===== src/rtl/load_store_unit.sv =====
// Load/store initiator for data_memory: one request at a time, word-indexed
// access with alignment and range checking, registered memory controls.
//
//   state   | meaning
//   --------+------------------------------------------------------------
//   IDLE    | ready for a request; memRead/memWrite low
//   WRITE   | memWrite high for this single cycle; memory writes at its end
//   RD_WAIT | memRead held; latency timer counts down to terminal count 1
//   RESP    | resp_valid pulse (resp_err qualifies it); back to IDLE next
module load_store_unit #(
  parameter int ADDR_W       = 10,
  parameter int READ_LATENCY = 1
) (
  input  logic              clk,
  input  logic              reset,
  input  logic              req_valid,
  input  logic              req_write,
  input  logic [31:0]       req_addr,
  input  logic [31:0]       req_wdata,
  output logic              req_ready,
  output logic              resp_valid,
  output logic [31:0]       resp_rdata,
  output logic              resp_err,
  output logic              busy,
  output logic              memRead,
  output logic              memWrite,
  output logic [ADDR_W-1:0] address,
  output logic [31:0]       data_in,
  input  logic [31:0]       data_out
);

  localparam logic [1:0] S_IDLE    = 2'd0;
  localparam logic [1:0] S_WRITE   = 2'd1;
  localparam logic [1:0] S_RD_WAIT = 2'd2;
  localparam logic [1:0] S_RESP    = 2'd3;

  // 2 bits cover the legal read latency range of 1..3
  localparam logic [1:0] LAT_LOAD = 2'(READ_LATENCY);

  logic [1:0]        state;
  logic [1:0]        lat_cnt;
  logic              err_q;
  logic              accept;
  logic              addr_err;
  logic [ADDR_W-1:0] word_idx;

  assign accept   = req_valid && req_ready;
  assign word_idx = req_addr[ADDR_W+1:2];
  // misaligned byte address, or any byte address beyond the last word
  assign addr_err = (req_addr[1:0] != 2'b00) || (req_addr[31:ADDR_W+2] != '0);

  assign req_ready  = (state == S_IDLE);
  assign busy       = (req_valid && !req_ready) || (state != S_IDLE);
  assign resp_valid = (state == S_RESP);
  assign resp_err   = (state == S_RESP) && err_q;

  // Request sequencing; address/data_in/resp_rdata hold their last values
  always_ff @(posedge clk or posedge reset) begin
    if (reset) begin
      state      <= S_IDLE;
      lat_cnt    <= 2'd0;
      err_q      <= 1'b0;
      memRead    <= 1'b0;
      memWrite   <= 1'b0;
      address    <= '0;
      data_in    <= 32'd0;
      resp_rdata <= 32'd0;
    end else begin
      case (state)
        S_IDLE: begin
          if (accept) begin
            if (addr_err) begin
              err_q <= 1'b1;
              state <= S_RESP;
            end else if (req_write) begin
              err_q    <= 1'b0;
              address  <= word_idx;
              data_in  <= req_wdata;
              memWrite <= 1'b1;
              state    <= S_WRITE;
            end else begin
              err_q   <= 1'b0;
              address <= word_idx;
              memRead <= 1'b1;
              lat_cnt <= LAT_LOAD;
              state   <= S_RD_WAIT;
            end
          end
        end
        S_WRITE: begin
          memWrite <= 1'b0;
          state    <= S_RESP;
        end
        S_RD_WAIT: begin
          if (lat_cnt == 2'd1) begin
            resp_rdata <= data_out;
            memRead    <= 1'b0;
            lat_cnt    <= 2'd0;
            state      <= S_RESP;
          end else begin
            lat_cnt <= lat_cnt - 2'd1;
          end
        end
        default: begin
          err_q <= 1'b0;
          state <= S_IDLE;
        end
      endcase
    end
  end

endmodule


===== config.mk =====
export PLATFORM = sky130hd
export DESIGN_NAME = load_store_unit
export DESIGN_NICKNAME = d
export VERILOG_FILES = /design/src/rtl/load_store_unit.sv
export SDC_FILE = /design/constraint.sdc
export NUM_CORES = 1
export LEC_CHECK = 0
export ABC_AREA = 1
export BUFFER_PORTS_ARGS = -buffer_cell sky130_fd_sc_hd__buf_2
export CELL_PAD_IN_SITES_DETAIL_PLACEMENT = 0
export CELL_PAD_IN_SITES_GLOBAL_PLACEMENT = 2
export CORE_MARGIN = 5
export CORE_UTILIZATION = 28
export DETAILED_ROUTE_END_ITERATION = 10
export HOLD_SLACK_MARGIN = 0.06
export PLACE_DENSITY_LB_ADDON = 0.1
export SLEW_MARGIN = 20
export SYNTH_ARGS = -nofsm -noshare
export SYNTH_HDL_FRONTEND = slang
export SYNTH_SLANG_ARGS = --single-unit

===== constraint.sdc =====
create_clock -name clk -period 4.31 [get_ports clk]
set_clock_uncertainty 0.1 [all_clocks]
set_input_delay 0.862 -clock clk [delete_from_list [all_inputs] [get_ports clk]]
set_output_delay 0.862 -clock clk [all_outputs]
set_load 0.005 [all_outputs]

==> flow_metrics.tcl <==
set metrics [dict create \
    status "complete, no violations" \
    arrival_ns 2.49 \
    cts_setup_buffers 0 \
    synth_most_common_cell "dfrtp_1" \
    rsz0062_at_grt "false" \
    rows 40 \
    maxSlewHeadroom 0.499 \
    routed_via_density 4.00 \
    antenna_found_initial 0 \
    grt_pass1_wl_mm 13.9 \
    vias 2734 \
    fin_crit_ns 2.40 \
    final_nets 618 \
    syn_area_sq_mm 0.00350 \
    syn_inst 332 \
    tns_ns 0 \
    dp_slack_ns 1.52 \
    areaGrowthSynthToFinish_pct 38.9 \
    final_util 0.401 \
    die_x_um 122 \
    ys_seq_elements 81 \
    maxCapViolCount 0 \
    synth.distinct_cells 22 \
    crit_type "in2reg" \
    clockRootBuffer "clkbuf_16" \
    cts_resized 0 \
    cts_buffers 9 \
    tightest_slew_ns 0.752 \
    required_ns 4.40 \
    routabilityCongestion 0.698 \
    track_usage 0.122 \
    grt-ovfl-total 0 \
    end_kind "register" \
    clock_latency_ns 0.33 \
    die_y_um 122 \
    synthFlopType "dfrtp_1" \
    start_util 0.289 \
    setup_viol 0 \
    synth_area_leader_cell "dfrtp_1" \
    final_layout_size_suffix_gt1_frac 0.496 \
    placed_area_sq_mm 0.00453 \
    timing.final.hold_violations 0 \
    dieArea_sq_mm 0.0148 \
    critPathLaunchType "input pin" \
    grt_max_degree 66 \
    final.setup.worst_slack_ns 1.91 \
    leakage_nw 2.71 \
    path_clk_slew_ns 0.05 \
    synth_edf_count 0 \
    drt_iter0_markers 164 \
    yosysWarnings 0 \
    synth-seq-area-share 0.579 \
    yosys-top-cells-count "81 x dfrtp_1, 77 x nand2_1, 45 x inv_1" \
    drc_errors 0 \
    antenna_left 0 \
    cts_tree "yes" \
    numPortBuffers 179 \
    hold_class "reg2reg" \
    htreeDepth 3 \
    synth_top_area_share 0.579 \
    ys_top_cells_by_area "dfrtp_1 58%, mux2_2 10%, nand2_1 8.3%" \
    hold_buffers 0 \
    timing.fmax_ghz 0.416 \
    wl_per_cell_um 13.1 \
    power.density_mw_per_mm2 550 \
    final_area_sq_mm 0.00486 \
    syn_nets 438 \
    clockBufferDepth 2 \
    drv_slew 0 \
    fp.coreArea_sq_mm 0.0121 \
    n_antenna_cell 0 \
    syn_avg_cell_area_sq_um 10.5 \
    grt_pass1_vias 2727 \
    cp_max_fo 65 \
    ir_worst_vdd_v 0.000242 \
    synthArstFlopShare 1.00 \
    finalCritPeriodShare 0.557 \
    ios 180 \
    cts_sinks 81 \
    dp_hpwl_mm 6.72 \
    routed_wl_mm 8.96 \
    dr.pass1.iters 4 \
]
## stage by stage
stage / total power [mW] / cells / hold slack, ns
finish: 2.67 / 684 / 0.365
global route: 2.86 / 684 / 0.393
CTS: 2.73 / 684 / 0.368
detailed placement: 1.87 / 669 / 0.354
global placement: 1.86 / 669 / 0.353
floorplan: 1.53 / 332 / 0.342
## per-layer routing
metal  track usage  vias to the layer above  routed length (um)
met3        0.0404                       12                 719
met5             0                        -                   0
li1              -                     1403                   -
met1         0.153                     1222                3740
met4        0.0588                        0                 177
met2         0.189                       97                4320
## state kept, by name (all words and copies together), names as in the netlist
register / cells
lat_cnt: 2
address: 10
memWrite: 1
memRead: 1
data_in: 32
resp_rdata: 32
err_q: 1
state: 2
## worst paths after layout
path	startpoint	endpoint	slack, ns	cells after the start
hold reg to reg	address[8]	address[8]	0.36	2
max in group asynchronous	reset	resp_rdata[8]	2.72	3
setup / recovery	req_addr[1]	data_in[16]	1.91	9
min in group asynchronous	reset	data_in[20]	0.54	2
setup reg to reg	state[1]	data_in[16]	2.11	8
hold / removal	address[8]	address[8]	0.36	2
## report_power, final
part / switching, mW / internal [mW] / leakage, nW
Combinational: 0.379 / 0.414 / 1.51
Clock: 0.289 / 0.552 / 0.162
Sequential: 0.0865 / 0.951 / 1.05
## logic make-up after synthesis
family / count (synthesis) / share of synthesized area
buffers and inverters: 58 / 0.0769
muxes: 32 / 0.103
AOI/OAI and AO/OA: 39 / 0.0815
adders and majority gates: 6 / 0.0215
DFF: 81 / 0.579
and+or+nand+nor: 116 / 0.138
## cells in the final DEF (no fill, tap or decap)
master / synthesis / routed
nand4_1: 4 / 4
nor2_2: 1 / 1
ha_1: 6 / 6
clkbuf_8: 0 / 3
inv_4: 0 / 1
inv_1: 45 / 44
nand3_1: 16 / 16
bufinv_16: 0 / 2
clkbuf_16: 0 / 9
or2_2: 2 / 2
o21ai_2: 23 / 23
mux2_2: 32 / 32
a31oi_1: 1 / 1
nand2_1: 77 / 77
nand3_2: 1 / 1
o21a_1: 1 / 1
buf_4: 0 / 3
o21ai_0: 2 / 2
dfrtp_1: 81 / 81
nor2_1: 14 / 14
clkbuf_1: 2 / 1
or2_1: 1 / 1
buf_2: 4 / 179
o21ai_1: 9 / 9
a21oi_1: 3 / 3
## critical path, stage by stage
cell	delay (ns)
buf_2	0.09
or2_1	0.21
nor2_1	0.15
nand2_1	0.08
nor2_2	0.38
nand3_2	0.10
buf_4	0.37
nand2_1	0.17
o21ai_2	0.06
## layout make-up
cell class / count / area (sq um)
Clock buffer: 13 / 270
Inverter: 45 / 171
Timing Repair Buffer: 182 / 918
Sequential cell: 81 / 2030
Clock inverter: 2 / 60.1
Multi-Input combinational cell: 193 / 1200
Tap cell: 168 / 210
Fill cell: 1243 / 7250
Note: power is estimated with default switching activity, not from simulation.
